File: config.mk
export PLATFORM = sky130hd
export DESIGN_NAME = ram_port_arbiter
export DESIGN_NICKNAME = d
export VERILOG_FILES = /design/src/rtl/ram_arb_pkg.sv /design/src/rtl/rr_grant2.sv /design/src/rtl/ram_port_arbiter.sv
export SDC_FILE = /design/constraint.sdc
export NUM_CORES = 1
export LEC_CHECK = 0
export ABC_AREA = 1
export BUFFER_PORTS_ARGS = -buffer_cell sky130_fd_sc_hd__buf_2
export CAP_MARGIN = 10
export CORE_MARGIN = 1
export CORE_UTILIZATION = 37
export CTS_CLUSTER_DIAMETER = 50
export DETAILED_ROUTE_END_ITERATION = 7
export PLACE_DENSITY = 0.69
export SYNTH_ARGS = -nofsm -noshare
export SYNTH_HDL_FRONTEND = slang
export SYNTH_SLANG_ARGS = --single-unit
File: constraint.sdc
create_clock -name Clk -period 1.2 [get_ports Clk]
set_input_delay 0.12 -clock Clk [delete_from_list [all_inputs] [get_ports Clk]]
set_output_delay 0.12 -clock Clk [all_outputs]
set_load 0.05 [all_outputs]
File: src/rtl/ram_arb_pkg.sv
// ============================================================================
// Module : ram_arb_pkg
// Brief  : Shared state encodings and port identifiers for ram_port_arbiter.
// Rev    : 1.0  initial release
// ============================================================================
`default_nettype none

package ram_arb_pkg;

    localparam logic [1:0] ST_IDLE  = 2'd0;
    localparam logic [1:0] ST_ISSUE = 2'd1;
    localparam logic [1:0] ST_RESP  = 2'd2;

    localparam logic PORT0 = 1'b0;
    localparam logic PORT1 = 1'b1;

    typedef logic port_id_t;

endpackage

`default_nettype wire

File: src/rtl/rr_grant2.sv
// ============================================================================
// Module : rr_grant2
// Brief  : Two-way round-robin picker; Ptr names the port that wins a tie.
// Rev    : 1.0  initial release
// ============================================================================
`default_nettype none

module rr_grant2
    import ram_arb_pkg::*;
(
    input  logic       Req0,
    input  logic       Req1,
    input  logic       Ptr,
    output logic [1:0] Win
);

    always_comb begin
        Win = 2'b00;
        if (Req0 && Req1) begin
            Win = (Ptr == PORT1) ? 2'b10 : 2'b01;
        end else if (Req0) begin
            Win = 2'b01;
        end else if (Req1) begin
            Win = 2'b10;
        end
    end

endmodule

`default_nettype wire

File: src/rtl/ram_port_arbiter.sv
// ============================================================================
// Module : ram_port_arbiter
// Brief  : Round-robin sharing of one registered-read single-port RAM
//          between two requesters, one transaction in flight at a time.
// Rev    : 1.0  initial release
// ============================================================================
`default_nettype none

module ram_port_arbiter
    import ram_arb_pkg::*;
#(
    parameter int ADDR_WIDTH = 4,
    parameter int MEM_WIDTH  = 16
) (
    input  logic                  Clk,
    input  logic                  Rst,
    input  logic                  Req0,
    input  logic                  Req1,
    input  logic                  Wr0,
    input  logic                  Wr1,
    input  logic [ADDR_WIDTH-1:0] Addr0,
    input  logic [ADDR_WIDTH-1:0] Addr1,
    input  logic [MEM_WIDTH-1:0]  WData0,
    input  logic [MEM_WIDTH-1:0]  WData1,
    output logic                  Gnt0,
    output logic                  Gnt1,
    output logic                  RValid0,
    output logic                  RValid1,
    output logic [MEM_WIDTH-1:0]  RData0,
    output logic [MEM_WIDTH-1:0]  RData1,
    output logic                  Busy,
    output logic                  RamWrEn,
    output logic                  RamRdEn,
    output logic [ADDR_WIDTH-1:0] RamAddress,
    output logic [MEM_WIDTH-1:0]  RamWrData,
    input  logic [MEM_WIDTH-1:0]  RamRdData
);

    logic [1:0]            r_state;
    port_id_t              r_ptr;
    port_id_t              r_owner;
    logic [1:0]            w_win;
    port_id_t              w_sel;
    logic                  w_wr;
    logic [ADDR_WIDTH-1:0] w_addr;
    logic [MEM_WIDTH-1:0]  w_wdata;

    rr_grant2 u_rr_grant2 (
        .Req0 (Req0),
        .Req1 (Req1),
        .Ptr  (r_ptr),
        .Win  (w_win)
    );

    assign w_sel   = w_win[1];
    assign w_wr    = (w_sel == PORT1) ? Wr1    : Wr0;
    assign w_addr  = (w_sel == PORT1) ? Addr1  : Addr0;
    assign w_wdata = (w_sel == PORT1) ? WData1 : WData0;

    // Pulses and RAM command default low every cycle; only the IDLE grant
    // path raises the command, so it is held for exactly the ISSUE cycle.
    always_ff @(posedge Clk or negedge Rst) begin
        if (!Rst) begin
            r_state    <= ST_IDLE;
            r_ptr      <= PORT0;
            r_owner    <= PORT0;
            Gnt0       <= 1'b0;
            Gnt1       <= 1'b0;
            RValid0    <= 1'b0;
            RValid1    <= 1'b0;
            RData0     <= '0;
            RData1     <= '0;
            Busy       <= 1'b0;
            RamWrEn    <= 1'b0;
            RamRdEn    <= 1'b0;
            RamAddress <= '0;
            RamWrData  <= '0;
        end else begin
            Gnt0       <= 1'b0;
            Gnt1       <= 1'b0;
            RValid0    <= 1'b0;
            RValid1    <= 1'b0;
            RamWrEn    <= 1'b0;
            RamRdEn    <= 1'b0;
            RamAddress <= '0;
            RamWrData  <= '0;
            case (r_state)
                ST_IDLE: begin
                    Busy <= 1'b0;
                    if (Req0 || Req1) begin
                        r_owner    <= w_sel;
                        r_ptr      <= ~w_sel;
                        Gnt0       <= w_win[0];
                        Gnt1       <= w_win[1];
                        RamWrEn    <= w_wr;
                        RamRdEn    <= ~w_wr;
                        RamAddress <= w_addr;
                        RamWrData  <= w_wr ? w_wdata : '0;
                        Busy       <= 1'b1;
                        r_state    <= ST_ISSUE;
                    end
                end
                ST_ISSUE: begin
                    Busy    <= RamRdEn;
                    r_state <= RamRdEn ? ST_RESP : ST_IDLE;
                end
                ST_RESP: begin
                    if (r_owner == PORT1) begin
                        RData1  <= RamRdData;
                        RValid1 <= 1'b1;
                    end else begin
                        RData0  <= RamRdData;
                        RValid0 <= 1'b1;
                    end
                    Busy    <= 1'b0;
                    r_state <= ST_IDLE;
                end
                default: begin
                    Busy    <= 1'b0;
                    r_state <= ST_IDLE;
                end
            endcase
        end
    end

endmodule

`default_nettype wire

* Yosys cells after proc, flatten, opt, wreduce, memory -nomap -nowiden
Cells that the tools add are included. W data, S select, Z words.
Storage, ports and cells: register bits after elaboration 63, output and inout bits 59
Cells by class: eq/ne operators 3, mux-type cells 29, bitwise operators 3, reduce and logical (&&, ||, !) cells 6
Operators by type and width (number):
- $mux W16 | 4
- $mux W1 | 14
- $mux W2 | 6
- $mux W4 | 3
- $reduce_and A2 Y1 | 3
- $pmux W2 S2 | 1
- $not A1 Y1 | 3
- $eq A2 B1 Y1 const B | 1
- $eq A2 B2 Y1 const B | 1
- $logic_not A2 Y1 | 1
- $ne A2 B2 Y1 const B | 1
- $pmux W1 S2 | 1
- $logic_and A1 B1 Y1 | 1
- $logic_or A1 B1 Y1 | 1

* Longest topological paths before layout
depth in word-level cells 7, mapped depth 8, mapped depth without buffers 7

* Modules after synthesis
A second synthesis with hierarchy kept.
Unflattened totals: cell total of the unflattened synthesis 266, area total of the unflattened synthesis 2544.9 um2
Modules (own cells, without submodules):
- ram_port_arbiter | instances 1, cells each 261, area an instance 2523.7 um2, sequential area each 1576.5 um2
- rr_grant2 | instances 1, cells each 5, area an instance 21.3 um2, sequential area each 0.0 um2

* Worst setup path after synthesis
OpenSTA, ideal clock, no wires.
kind reg2reg, from register r_state[1], to register RamWrData[11], arrival time 1055 ps, library setup time 71 ps, setup slack 74 ps, data required time 1129 ps, stages on the path, launching flop included 7, buffers on the path 1, cell sequence dfrtp_1 inv_1 nand2_1 nor2_8 nand3_4 buf_6 nor2_1
On the way: cells in the longest elaborated chain, start to end 2
Ends and longest elaborated chain:
- start, declared | line ram_port_arbiter.sv:39 | logic [1:0] r_state;
- start signal, assigned | line ram_port_arbiter.sv:105 | r_state <= RamRdEn ? ST_RESP : ST_IDLE;
- $logic_not A2 Y1 | line ram_port_arbiter.sv:87 | case (r_state)
- $mux W16 | line ram_port_arbiter.sv:87
- end signal, assigned | line ram_port_arbiter.sv:98 | RamWrData <= w_wr ? w_wdata : '0;
- end, declared | line ram_port_arbiter.sv:35 | output logic [MEM_WIDTH-1:0] RamWrData,
No other way between the ends. A chain may end at the register's enable or synchronous reset.

* Worst setup path after layout
from register r_state[0], to register RamAddress[2]
On the way: cells in the longest elaborated chain, start to end 2
Ends and longest elaborated chain:
- $logic_not A2 Y1 | line ram_port_arbiter.sv:87
- $mux W4 | line ram_port_arbiter.sv:87
- end signal, assigned | line ram_port_arbiter.sv:97 | RamAddress <= w_addr;
- end, declared | line ram_port_arbiter.sv:34 | output logic [ADDR_WIDTH-1:0] RamAddress,
No other way between the ends.

==> reports/results.ini <==
[outcome]
status=finished, violations left
violations=design-rule violations

[critical_path]
critPathMaxFanout=6
worstSetupPathType=flop to flop
r2r_setup_slack_ps=90
critPathCaptureType=flop
worst_setup_path_start_kind=flop
reg2reg_depth=6
regToRegStartpoint=r_state[0]$_DFFE_PN0P_
arrival_ps=1360
worstPathRequired_ps=1450
r2r-end=RamAddress[2]$_DFF_PN0_

[synthesis]
netlist-cell-type-count=16
synth-simple-area-share=0.2056
synth_top_family_by_area=simple AND/OR/NAND/NOR gates
syn_area_per_cell_um2=9.160
yosys_warnings=0
synth_seq_area_share=0.6213
synthXorXnorAreaFrac=0
synth_cells=277
ys_ff_latch=63
syn_nets=339
synthesis.area_um2=2537
synth_compound_area_frac=0.07890
muxShareOfSynthArea=0
yosys.area_share.adder=0

[floorplanning]
fp.dieW_um=84.81
initial_utilization=0.3907
dieArea_um2=7193
rows=29
io_pins=121
die_h_um=84.81
core_area_um2=6495

[min_path]
holdPathStages=3
worstHoldEndpoint=RamAddress[3]$_DFF_PN0_
hold_class=primary input to flop
min_from=Addr0[3]

[place]
gp_congestion=0.7304
place_hpwl_um=4044
dpl_cell_area_um2=3271
post-place-ws_ps=-48.60
io_buffers=120

[timing]
setup_ws_ps=91.35
whs_ps=27.04
fin_skew_ps=5.974
relSlewSlack=0.7770
worst_pin_slew_ps=334.6
hold_viol=0
finalSetupTns_ps=0
slew_violations=0
timing.final.crit_period_ps=1109
clock.fmax_mhz=902.0
finalSetupViolCount=0
fin_crit_sh=0.9239
rsz0062_at_grt=false

[cts]
clockBufferDepth=2
clock_sinks=63
cts_tree=done
clkLatencyLatePin_ps=330
htree_levels=3
cts-root-buf=clkbuf_8
cts_buffers=9
cts.clk_slew.worst_paths_ps=60

[global_route]
grt_pass1_wl_um=9715
grt.overflow.total=0
grt_max_degree=64
antenna_found_initial=0
grt_usage=0.1769
grt_pass1_vias=2122

[final_layout]
postLayoutCellArea_um2=3558
num_antenna_cells=0
drive_gt1_frac=0.3898
nNetsFinal=471
area_growth_pct=40.24
utilization=0.5479
fillers=601

[route]
via_count=2200
wl_per_cell_um=11.80
finalWirelength_um=5782
ant_nets=0
drt_iter0_markers=73
drtPass1Iterations=7
vias_per_cell=4.490
drc=10

[power_and_ir_drop]
irDropWorstVdd_uv=750.8
power_density_nw_per_um2=2730
p_leak_nw=2.124

[flow_run]
drv_cap=0

==> worst max-delay path by stage <==
stage	start	end	slack [ps]
after floorplan	r_state[1]$_DFFE_PN0P_	RamWrData[11]$_DFF_PN0_	70
after global placement	r_state[1]$_DFFE_PN0P_	RamWrData[7]$_DFF_PN0_	50
after CTS	r_state[0]$_DFFE_PN0P_	RamAddress[2]$_DFF_PN0_	-0.4
after detailed placement	r_state[1]$_DFFE_PN0P_	RamWrData[13]$_DFF_PN0_	-50
after global routing	r_ptr$_DFFE_PN0P_	RamWrData[10]$_DFF_PN0_	3
final	r_state[0]$_DFFE_PN0P_	RamAddress[2]$_DFF_PN0_	90
==> layout by cell type (no fill, tap or decap) <==
master,instances
buf_2,120
clkbuf_1,1
buf_4,6
clkinv_2,2
nor2_1,22
clkbuf_8,10
inv_2,3
buf_12,4
bufinv_16,2
nand3_4,2
nor2_8,1
buf_6,1
dfrtp_1,63
nand2_2,1
nor2_4,1
inv_1,41
a21oi_1,2
dlygate4sd3_1,1
nor2_2,4
nand3_2,1
nand3_1,18
nand2_1,66
o21ai_0,38
nand2_4,3
==> cell usage after synthesis <==
library cell / instances / area [um2]
a21oi_1: 2 / 10.01
buf_2: 2 / 10.01
o21ai_0: 38 / 190.2
nand2_1: 67 / 251.5
clkbuf_1: 6 / 22.52
nand3_1: 19 / 95.09
nor2_2: 4 / 25.02
nor2_8: 1 / 20.02
dfrtp_1: 63 / 1577
nand3_4: 1 / 17.52
nor2_4: 1 / 11.26
nor2_1: 22 / 82.58
buf_6: 3 / 33.78
nand2_2: 3 / 18.77
buf_4: 1 / 7.510
inv_1: 44 / 165.2
==> layer usage <==
| metal | vias to the layer above | wire (um) | track usage |
|---|---|---|---|
| li1 | 1110 | - | - |
| met1 | 977 | 2552 | 0.2173 |
| met2 | 103 | 2605 | 0.2794 |
| met3 | 10 | 540 | 0.07296 |
| met4 | 0 | 83 | 0.06934 |
| met5 | - | 0 | 0 |
==> logic make-up (layout without fill, tap and decap cells) <==
family,count (synthesis),count (layout)
compound gates,40,40
buf+inv,56,191
flops,63,63
simple gates,118,119
==> flip-flops by register name (all words and copies together) (netlist names), 2 cells and up <==
register,cells
RData0,16
RData1,16
RamWrData,16
RamAddress,4
r_state,2
==> area by class of cell <==
cell class,count,area [um2],share of cell area
multi-input cells,159,762.0,0.2141
clock buffers,11,141.4,0.03973
clock inverters,4,70.07,0.01969
flip-flops and latches,63,1577,0.4430
inverters,44,165.2,0.04641
well taps,77,96.34,0.02707
repair buffers,132,747.0,0.2099
==> where the power goes <==
part | total [mW] | switching, mW | internal (mW) | leakage, nW
Clock | 1.95 | 0.746 | 1.21 | 0.109
Sequential | 3.19 | 0.333 | 2.86 | 0.782
Combinational | 4.57 | 3.53 | 1.04 | 1.23
Total | 9.71 | 4.61 | 5.10 | 2.12
==> repair_timing <==
action                                 in CTS  in global routing
hold buffers                                1                  0
setup buffers                               1                  2
resized for setup                           2                  8
pin swaps                                   2                  4
endpoints found under the hold margin      63                  0
setup endpoints to repair                  17                 22
cloned                                      1                  0
==> critical path, cell delays in order (launching register included) <==
cell     delay, ps
dfrtp_1        390
inv_2           90
nand2_4         80
nor2_8         160
buf_6          130
o21ai_0         70
nor2_1         120
==> stage by stage <==
step,cells,power [mW]
6_report,490,9.713
5_1_grt,490,10.26
4_1_cts,488,9.754
3_5_place_dp,470,7.716
3_3_place_gp,470,7.640
2_1_floorplan,277,6.570
No activity file was read; power rests on OpenSTA's default activity.
